**src/rtl/pcs64b66b_pkg.sv**
```systemverilog
// ---------------------------------------------------------------------------
// pcs64b66b_pkg
// Shared definitions for the 64b/66b receive path: the block-lock state
// encoding, the two legal sync-header patterns and the default lock/BER
// constants used by block_lock_ctrl and its neighbours.
// ---------------------------------------------------------------------------
package pcs64b66b_pkg;

  typedef enum logic [1:0] {
    ST_HUNT      = 2'd0,
    ST_SLIP_WAIT = 2'd1,
    ST_LOCKED    = 2'd2
  } lock_state_t;

  localparam logic [1:0] SH_DATA = 2'b01;
  localparam logic [1:0] SH_CTRL = 2'b10;

  localparam int DEF_LOCK_CNT  = 64;
  localparam int DEF_WIN_LEN   = 64;
  localparam int DEF_BAD_LIMIT = 16;
  localparam int DEF_SLIP_WAIT = 2;
  localparam int DEF_BER_TIMER = 19531;
  localparam int DEF_BER_LIMIT = 16;

  localparam int ERR_CNT_W = 16;

  // The aligner forms hdr_ok with this helper so both ends agree on which
  // sync-header patterns count as valid.
  function automatic logic sh_is_ok(input logic [1:0] sh);
    return (sh == SH_DATA) || (sh == SH_CTRL);
  endfunction

endpackage

```
**src/rtl/ber_monitor.sv**
```systemverilog
// ---------------------------------------------------------------------------
// ber_monitor
// High bit-error-rate detector. While enabled it runs a free-running window
// timer and counts bad headers inside each window; reaching the limit raises
// hi_ber at once, and a window that ends below the limit clears it.
// Ports:
//   clk_i      sole clock
//   reset_i    synchronous active-high reset
//   enable_i   monitor active (block lock held); low forces everything to 0
//   hdr_bad_i  a valid header with a bad sync pattern this cycle
//   hi_ber_o   registered high-BER flag
// ---------------------------------------------------------------------------
module ber_monitor #(
  parameter int BER_TIMER = 19531,
  parameter int BER_LIMIT = 16
) (
  input  logic clk_i,
  input  logic reset_i,
  input  logic enable_i,
  input  logic hdr_bad_i,
  output logic hi_ber_o
);

  localparam int TMR_W = $clog2(BER_TIMER + 1);
  localparam int CNT_W = $clog2(BER_LIMIT + 1);
  localparam logic [TMR_W-1:0] TMR_LAST = TMR_W'(BER_TIMER - 1);
  localparam logic [CNT_W-1:0] CNT_LIM  = CNT_W'(BER_LIMIT);

  logic [TMR_W-1:0] timer_q, timer_d;
  logic [CNT_W-1:0] ber_cnt_q, ber_cnt_d;
  logic             hi_ber_q, hi_ber_d;
  logic             wrap;

  assign wrap = (timer_q == TMR_LAST);

  // A bad header on the wrap cycle belongs to the new window, so the count
  // restarts at 1 instead of 0. hi_ber only clears at a wrap whose window
  // stayed below the limit; a saturated count keeps it set into the next
  // window until that one also ends clean.
  always_comb begin
    timer_d   = wrap ? '0 : timer_q + TMR_W'(1);
    ber_cnt_d = ber_cnt_q;
    hi_ber_d  = hi_ber_q;
    if (wrap) begin
      ber_cnt_d = CNT_W'(hdr_bad_i);
      if (ber_cnt_q < CNT_LIM) begin
        hi_ber_d = 1'b0;
      end
    end else if (hdr_bad_i && (ber_cnt_q != CNT_LIM)) begin
      ber_cnt_d = ber_cnt_q + CNT_W'(1);
    end
    if (hdr_bad_i && (ber_cnt_d == CNT_LIM)) begin
      hi_ber_d = 1'b1;
    end
  end

  // Outside lock the whole monitor is parked at zero so a fresh lock always
  // starts a clean window.
  always_ff @(posedge clk_i) begin
    if (reset_i || !enable_i) begin
      timer_q   <= '0;
      ber_cnt_q <= '0;
      hi_ber_q  <= 1'b0;
    end else begin
      timer_q   <= timer_d;
      ber_cnt_q <= ber_cnt_d;
      hi_ber_q  <= hi_ber_d;
    end
  end

  assign hi_ber_o = hi_ber_q;

endmodule

```
**src/rtl/block_lock_ctrl.sv**
```systemverilog
// ---------------------------------------------------------------------------
// block_lock_ctrl
// Block-lock and BER controller for the 64b/66b receive path. Hunts for
// LOCK_CNT consecutive good sync headers, slipping the aligner one bit on
// every bad one, then watches for lock loss (BAD_LIMIT bad headers within a
// WIN_LEN-header window) and high BER while locked.
// Ports:
//   clk         sole clock
//   reset       synchronous active-high reset
//   hdr_valid   a candidate header is evaluated this cycle
//   hdr_ok      header is a legal sync pattern (qualified by hdr_valid)
//   cnt_clear   clears err_cnt
//   slip        one-cycle pulse: aligner advances its bit offset by one
//   block_lock  lock achieved
//   hi_ber      high bit-error rate while locked
//   err_cnt     saturating count of bad headers seen while locked
// ---------------------------------------------------------------------------
module block_lock_ctrl
  import pcs64b66b_pkg::*;
#(
  parameter int LOCK_CNT  = DEF_LOCK_CNT,
  parameter int WIN_LEN   = DEF_WIN_LEN,
  parameter int BAD_LIMIT = DEF_BAD_LIMIT,
  parameter int SLIP_WAIT = DEF_SLIP_WAIT,
  parameter int BER_TIMER = DEF_BER_TIMER,
  parameter int BER_LIMIT = DEF_BER_LIMIT
) (
  input  logic                 clk,
  input  logic                 reset,
  input  logic                 hdr_valid,
  input  logic                 hdr_ok,
  input  logic                 cnt_clear,
  output logic                 slip,
  output logic                 block_lock,
  output logic                 hi_ber,
  output logic [ERR_CNT_W-1:0] err_cnt
);

  localparam int SH_W  = $clog2(LOCK_CNT + 1);
  localparam int SW_W  = $clog2(SLIP_WAIT + 1);
  localparam int WIN_W = $clog2(WIN_LEN + 1);
  localparam int BAD_W = $clog2(BAD_LIMIT + 1);
  localparam logic [SH_W-1:0]  SH_LAST  = SH_W'(LOCK_CNT - 1);
  localparam logic [SW_W-1:0]  SW_LAST  = SW_W'(SLIP_WAIT - 1);
  localparam logic [WIN_W-1:0] WIN_LAST = WIN_W'(WIN_LEN - 1);
  localparam logic [BAD_W-1:0] BAD_LAST = BAD_W'(BAD_LIMIT - 1);

  lock_state_t          state_q, state_d;
  logic [SH_W-1:0]      sh_cnt_q, sh_cnt_d;
  logic [SW_W-1:0]      sw_cnt_q, sw_cnt_d;
  logic [WIN_W-1:0]     win_cnt_q, win_cnt_d;
  logic [BAD_W-1:0]     bad_cnt_q, bad_cnt_d;
  logic                 slip_q, slip_d;
  logic                 lock_q;
  logic [ERR_CNT_W-1:0] err_cnt_q, err_cnt_d;
  logic                 hdr_bad;
  logic                 err_inc;

  assign hdr_bad = hdr_valid & ~hdr_ok;
  assign err_inc = hdr_bad & (state_q == ST_LOCKED);

  // Lock state machine. Only valid headers move it; idle cycles leave every
  // header counter untouched. In LOCKED a bad header that hits the limit is
  // checked before the end-of-window clear, so lock loss wins when both
  // happen on the last header of a window.
  always_comb begin
    state_d   = state_q;
    sh_cnt_d  = sh_cnt_q;
    sw_cnt_d  = sw_cnt_q;
    win_cnt_d = win_cnt_q;
    bad_cnt_d = bad_cnt_q;
    slip_d    = 1'b0;
    if (hdr_valid) begin
      case (state_q)
        ST_HUNT: begin
          if (!hdr_ok) begin
            slip_d   = 1'b1;
            sh_cnt_d = '0;
            sw_cnt_d = '0;
            state_d  = ST_SLIP_WAIT;
          end else if (sh_cnt_q == SH_LAST) begin
            sh_cnt_d  = '0;
            win_cnt_d = '0;
            bad_cnt_d = '0;
            state_d   = ST_LOCKED;
          end else begin
            sh_cnt_d = sh_cnt_q + SH_W'(1);
          end
        end
        ST_SLIP_WAIT: begin
          if (sw_cnt_q == SW_LAST) begin
            sw_cnt_d = '0;
            sh_cnt_d = '0;
            state_d  = ST_HUNT;
          end else begin
            sw_cnt_d = sw_cnt_q + SW_W'(1);
          end
        end
        ST_LOCKED: begin
          if (!hdr_ok && (bad_cnt_q == BAD_LAST)) begin
            slip_d   = 1'b1;
            sw_cnt_d = '0;
            state_d  = ST_SLIP_WAIT;
          end else if (win_cnt_q == WIN_LAST) begin
            win_cnt_d = '0;
            bad_cnt_d = '0;
          end else begin
            win_cnt_d = win_cnt_q + WIN_W'(1);
            if (!hdr_ok) begin
              bad_cnt_d = bad_cnt_q + BAD_W'(1);
            end
          end
        end
        default: begin
          state_d = ST_HUNT;
        end
      endcase
    end
  end

  // Error counter: clear takes priority but still counts a bad header that
  // arrives in the same cycle, so no error is ever lost.
  always_comb begin
    err_cnt_d = err_cnt_q;
    if (cnt_clear) begin
      err_cnt_d = ERR_CNT_W'(err_inc);
    end else if (err_inc && (err_cnt_q != '1)) begin
      err_cnt_d = err_cnt_q + ERR_CNT_W'(1);
    end
  end

  // State and output registers. block_lock is registered from the next
  // state so it always mirrors LOCKED exactly one cycle after the deciding
  // header, and falls together with the lock-loss slip pulse.
  always_ff @(posedge clk) begin
    if (reset) begin
      state_q   <= ST_HUNT;
      sh_cnt_q  <= '0;
      sw_cnt_q  <= '0;
      win_cnt_q <= '0;
      bad_cnt_q <= '0;
      slip_q    <= 1'b0;
      lock_q    <= 1'b0;
      err_cnt_q <= '0;
    end else begin
      state_q   <= state_d;
      sh_cnt_q  <= sh_cnt_d;
      sw_cnt_q  <= sw_cnt_d;
      win_cnt_q <= win_cnt_d;
      bad_cnt_q <= bad_cnt_d;
      slip_q    <= slip_d;
      lock_q    <= (state_d == ST_LOCKED);
      err_cnt_q <= err_cnt_d;
    end
  end

  ber_monitor #(
    .BER_TIMER(BER_TIMER),
    .BER_LIMIT(BER_LIMIT)
  ) u_ber_monitor (
    .clk_i    (clk),
    .reset_i  (reset),
    .enable_i (lock_q),
    .hdr_bad_i(hdr_bad),
    .hi_ber_o (hi_ber)
  );

  assign slip       = slip_q;
  assign block_lock = lock_q;
  assign err_cnt    = err_cnt_q;

endmodule

```
**config.mk**
```make
export PLATFORM = sky130hd
export DESIGN_NAME = block_lock_ctrl
export DESIGN_NICKNAME = d
export VERILOG_FILES = /design/src/rtl/pcs64b66b_pkg.sv /design/src/rtl/ber_monitor.sv /design/src/rtl/block_lock_ctrl.sv
export SDC_FILE = /design/constraint.sdc
export NUM_CORES = 1
export LEC_CHECK = 0
export ABC_AREA = 0
export CORE_AREA = 2 2 95 97
export CTS_BUF_LIST = sky130_fd_sc_hd__clkbuf_4
export DETAILED_ROUTE_END_ITERATION = 6
export DIE_AREA = 0 0 97 99
export GPL_TIMING_DRIVEN = 0
export PLACE_DENSITY = 0.59
export REMOVE_ABC_BUFFERS = 1
export SLEW_MARGIN = 20
export SYNTH_ARGS = -nofsm -noshare
export SYNTH_HDL_FRONTEND = slang
export SYNTH_SLANG_ARGS = --single-unit
```
**constraint.sdc**
```tcl
create_clock -name clk -period 2.9 [get_ports clk]
set_clock_uncertainty 0.1 [all_clocks]
set_input_delay 0.435 -clock clk [delete_from_list [all_inputs] [get_ports clk]]
set_output_delay 0.435 -clock clk [all_outputs]
set_load 0.02 [all_outputs]
```
==> impl_metrics.py <==
metrics = {
    "sta": {
        "fin_crit_ns": 2.52,
        "finalHoldViolCount": 0,
        "rsz0062_at_grt": "no",
        "relSlewSlack_pct": 34.3,
        "fin_crit_sh_pct": 87.0,
        "timing.fmax_mhz": 396,
        "setup_viol": 0,
        "worst_pin_slew_ns": 0.972,
        "report.final.slew_viol_count": 0,
    },
    "floorplanning": {
        "ios": 24,
        "initial_core_util_pct": 38.8,
        "die_x_um": 97,
        "placementRows": 34,
        "die_h_um": 99,
        "fp.coreArea_um2": 8550,
        "die_area_um2": 9600,
    },
    "worst_hold_path": {
        "hp-start": "sw_cnt_q[1]",
        "holdCritPathClass": "flop to flop",
    },
    "job": {
        "max-cap-violations": 0,
    },
    "yosys": {
        "synthArstFlopShare_pct": 0,
        "synth.most_common_cell": "dfxtp_1",
        "ys_seq_area_share_pct": 37.4,
        "syn_area_um2": 3320,
        "synth-edff-count": 0,
        "syn_avg_cell_area_um2": 8.53,
        "synth_top_area_share_pct": 37.4,
        "yosys-top-cells-count": "dfxtp_1 (62), a21oi_1 (30), nor2_1 (28)",
        "yosysTopAreaCell": "dfxtp_1",
        "synthFlopType": "dfxtp_1",
        "synth_cell_types": 63,
        "netlist_instances": 389,
        "ys_ff_latch": 62,
        "synthTopCellsByArea": "dfxtp_1 (37%), a21oi_1 (4.5%), xnor2_1 (3.4%), ha_1 (3.4%), nor2_1 (3.2%)",
        "yosys_warnings": 0,
    },
    "route": {
        "post_drt_via_cell_ratio": 5.73,
        "drtAntennaViolNets": 0,
        "drt_iter0_drc": 105,
        "num_vias": 2966,
        "drt-total-wl_um": 7400,
        "dr.pass1.iters": 4,
        "post_drt_wl_per_cell_um": 14.3,
        "drcViolationCount": 0,
    },
    "finish": {
        "fillCellCount": 864,
        "final_util_pct": 43.5,
        "syn_to_final_growth_pct": 12.1,
        "diodes": 0,
        "finalInstanceArea_um2": 3720,
        "num-nets-final": 421,
        "final_layout_size_suffix_gt1_share_pct": 7.07,
        "seqCellArea_um2": 1240,
        "multiInputGateArea_um2": 1960,
    },
    "cts": {
        "cts_buffers": 9,
        "postCtsSetupBuffers": 0,
        "cts.sinks": 62,
        "cts_tree": "yes",
        "holdBufCountCts": 0,
        "clock_latency_ns": 0.39,
        "clockBufferDepth": 2,
        "cts_resized": 0,
        "root_buffer": "clkbuf_4",
        "clk_pin_slew_ns": 0.10,
        "cts.htree.levels": 3,
    },
    "setup_path": {
        "r2r_slack_ns": 0.44,
        "cp.arrival_ns": 2.73,
        "critical_path.startpoint_type": "primary input",
        "crit_start": "reset",
        "rr_worst_depth": 7,
        "cp_max_fo": 25,
        "path_class": "primary input to flop",
        "reg2reg_from": "bad_cnt_q[0]",
        "r2r_end": "win_cnt_q[3]",
        "critPathCaptureType": "flop",
        "critPathRequiredTime_ns": 3.11,
        "crit_path_end": "u_ber_monitor.hi_ber_o",
    },
    "grt": {
        "grt_pass1_vias": 2677,
        "grt_max_degree": 26,
        "antenna_found_initial": 0,
        "track_usage_pct": 15.6,
        "grt_pass1_wl_um": 12600,
        "grt.overflow.total": 0,
    },
    "pwr": {
        "p_per_area_nw_per_um2": 378,
        "vdd.ir_drop.worst_mv": 0.149,
        "p_leak_nw": 1.18,
    },
    "placement": {
        "dp_hpwl_um": 5180,
        "gp_congestion": 0.813,
        "io_buffers": 23,
        "place_area_um2": 3620,
    },
    "outcome": {
        "status": "complete, no violations",
    },
}
==> logic make-up after synthesis <==
| family | count (synthesis) | share of synthesized area, % |
|---|---|---|
| compound gates | 97 | 20.5 |
| mux | 3 | 0.905 |
| fa+ha+maj | 9 | 3.39 |
| buf+inv | 31 | 3.77 |
| flops | 62 | 37.4 |
| xor+xnor | 14 | 3.69 |
| simple gates | 173 | 30.3 |
==> state kept, by name, indices dropped and copies added (netlist names) <==
name and count:
state_q 2, err_cnt 16, u_ber_monitor.timer_q 15, u_ber_monitor.hi_ber_o 1, block_lock 1, slip 1, win_cnt_q 7, u_ber_monitor.ber_cnt_q 5
sw_cnt_q 2, bad_cnt_q 5, sh_cnt_q 7
==> layout by cell type, fill, tap and decap left out, types with 3 or more instances in the layout <==
master | synthesis | layout
a311o_1 | 3 | 3
o211ai_1 | 5 | 5
o21ai_0 | 19 | 19
and2_1 | 6 | 6
clkdlybuf4s50_1 | 0 | 23
a32o_1 | 7 | 7
mux2i_1 | 3 | 3
nand2b_1 | 7 | 7
nand4_1 | 12 | 12
a211oi_1 | 4 | 4
nor2_1 | 28 | 28
inv_1 | 14 | 14
nor4_1 | 9 | 9
nand3_1 | 15 | 15
nor4b_1 | 3 | 3
or4_1 | 4 | 4
a21oi_1 | 30 | 30
o31ai_1 | 7 | 7
dfxtp_1 | 62 | 62
nor2b_1 | 9 | 9
a21o_1 | 3 | 3
a2111o_1 | 4 | 4
and3_1 | 11 | 11
xnor2_1 | 13 | 13
ha_1 | 9 | 9
nor3_1 | 17 | 15
nand2_1 | 23 | 23
clkbuf_4 | 0 | 11
or3_1 | 6 | 6
==> cell type report <==
cell class,count,area share (%)
sequential,62,33.3
inverter,15,1.51
tap,108,3.63
timing repair buffer,23,6.18
clock buffer,11,2.22
multi-input combinational,296,52.7
clock inverter,3,0.370
==> how the worst min path moves through the flow <==
stage	to	cells past startpoint
after global placement	sw_cnt_q[1]	1
after floorplan	u_ber_monitor.timer_q[0]	1
final	sw_cnt_q[1]	1
after detailed placement	sw_cnt_q[1]	1
after global routing	sw_cnt_q[1]	1
after CTS	sw_cnt_q[1]	1
==> routing by layer <==
| metal | GRT usage, % | up-vias | share of wire, % |
|---|---|---|---|
| met2 | 25.2 | 34 | 46 |
| li1 | - | 1501 | - |
| met3 | 3.12 | 9 | 2.5 |
| met1 | 20.7 | 1422 | 50 |
| met5 | 0 | - | 0 |
| met4 | 6.18 | 0 | 1.4 |
==> per-stage QoR <==
step	setup WS [ns]	setup TNS [ns]	hold WS (ns)	total power, mW	instances
5_1_grt	0.257	0	0.406	1.48	518
4_1_cts	0.355	0	0.389	1.43	518
6_report	0.376	0	0.389	1.41	518
2_1_floorplan	0.844	0	0.341	0.918	373
3_5_place_dp	-0.0814	-0.0814	0.367	0.949	504
3_3_place_gp	-0.0998	-0.0998	0.358	0.948	504
==> worst max-delay path: stages <==
cell             delay (ns)
clkdlybuf4s50_1        0.88
nand2b_1               0.38
a41o_1                 0.45
a21o_1                 0.28
o41ai_2                0.29
==> where the power goes <==
part	internal (mW)	leakage (nW)	switching, mW
Combinational	0.0244	0.625	0.0444
Clock	0.181	0.0600	0.297
Sequential	0.854	0.500	0.00586
Total	1.06	1.18	0.347
Note: power is estimated with default switching activity, not from simulation.
==> RTL edit: new RTL, same settings <==
Change the package constant `ERR_CNT_W` from 16 to 20.
--- a/src/rtl/pcs64b66b_pkg.sv
+++ b/src/rtl/pcs64b66b_pkg.sv
@@ -23,5 +23,5 @@
   localparam int DEF_BER_LIMIT = 16;
 
-  localparam int ERR_CNT_W = 16;
+  localparam int ERR_CNT_W = 20;
 
   // The aligner forms hdr_ok with this helper so both ends agree on which
Ports: changed (resized err_cnt); port bits go from 24 to 28. No check against the original RTL was run, so the function may have changed too.
==> RTL edit against the original RTL <==
  * Sequential cell count rose by 4
  * Register-to-register slack worse by 0.11 ns
  * Area after synthesis fell by 3.0%
  * Cell area down 1.6%
  * Wire length fell by 10%
  * Fmax fell by 1.6%
  * Global-route usage fell by 0.83 points
  * First-iteration DRC count is 15% higher
  * Critical path type is now reg -> reg
  * Sequential share of layout area is 2.7 points higher
  * Total power is 5.0% higher
  * Combinational power decreased by 20%
  * Worst setup slack lost 0.042 ns
  * Critical endpoint is now win_cnt_q[4]
  * Synthesized cell count shrank 1.0%
==> RTL edit: results (changes against the original RTL) <==
status: finished clean
Signal inverters: 15 (unchanged)
post-synthesis xor/xnor area fraction: 0.0707 (+0.0338)
Worst VDD drop: 185 uV (+25%)
Max-slew headroom: 0.322 (-0.0204)
number of sequential cells: 66 (+6.5%)
port buffer count: 27 (+17%)
CP arrival: 2.80 ns (+0.07 ns)
drt total wl: 6660 um (-10%)
cell count after synthesis: 385 (-1.0%)
Non-clock buffers: 27 (+17%)
crit path max fanout: 12 (-52%)
Post-DP Area: 0.00355 mm^2 (-1.7%)
vias in the first global route: 2,647 (-1.1%)
buffering overhead: 0.0738 (+0.0119)
adder-cell share of the synthesized area: 0.0350 (+0.00105)
hpwl dp: 4580 um (-12%)
Distinct cells, synth: 57 (-9.5%)
Compound-Gate Fraction of Synth Area: 0.151 (-0.0543)
Fillers: 871 (+0.81%)
Commonest cells post-synth: dfxtp_1, nor2_1, nand2_1, a21oi_1, nand3_1
Largest register FFs: 20 (+4)
Yosys top cell area share: 0.410 (+0.0365)
pin count of the biggest net entering global routing: 30 (+15%)
cell area after layout: 0.00366 mm^2 (-1.6%)
post-synthesis sequential area ratio: 0.410 (+0.0365)
mux cell area share after synthesis: 0.00622 (-0.00283)
first-pass GRT wire length: 11,700 um (-6.7%)
Multi-input gate area: 0.00178 mm^2 (-9.5%)
FF/Latch Area: 0.00132 mm^2 (+6.5%)
depth of the worst hold-timing path: 2 (+1)
worst-skew pair later-pin latency: 0.42 ns (+0.03 ns)
Crit-path slowest cell: or4_1
max incr delay on CP: 0.60 ns (-0.28 ns)
Switch Pwr: 0.000363 W (+4.8%)
setup bufs post-CTS: 0 (unchanged)
synth top area cells: dfxtp_1, nor2_1, a21oi_1
DR vias: 2,801 (-5.6%)
ClkCell Share: 0.0280 (+0.00213)
RD Place Congestion: 0.767 (-5.6%)
1st-iter DRT viols: 121 (+15%)
Total Routing Usage GR: 0.148 (-0.00834)
Initial Util: 0.376 (-0.0117)
layout cell share with drive strength beyond 1: 0.0608 (-0.00990)
#MultiIn Comb: 288 (-2.7%)
via/cell ratio: 5.40 (-5.7%)
Lkg Pwr: 1.18 nW (about the same)
## RTL edit: changes by cell type in the layout (fill, tap and decap cells not counted), moves of 6 or more
cell	unedited run	this run
nand3_1	15	21
nor2_1	28	50
a32o_1	7	0
xor2_1	1	12
and3_1	11	5
nor3_1	15	7
## RTL edit: metal layers
layer	part of all wire	global-route usage
met4	0.015	0.0661
met3	0.039	0.0461
met1	0.49	0.188
met2	0.45	0.232
met5	0	0
## RTL edit: power groups by stage
stage	logic (W)	clock network, W	registers (W)
CTS	0.0000549	0.000535	0.000913
finish	0.0000549	0.000509	0.000913
floorplan	0.0000307	0	0.000934
global placement	0.0000543	0	0.000934
global route	0.0000620	0.000582	0.000914
detailed placement	0.0000546	0	0.000934
## RTL edit: worst paths after layout
path,startpoint,endpoint,slack (ns)
max,bad_cnt_q[0],win_cnt_q[4],0.33
min,sh_cnt_q[1],sh_cnt_q[1],0.39
max reg2reg,bad_cnt_q[0],win_cnt_q[4],0.33
min reg2reg,sh_cnt_q[1],sh_cnt_q[1],0.39
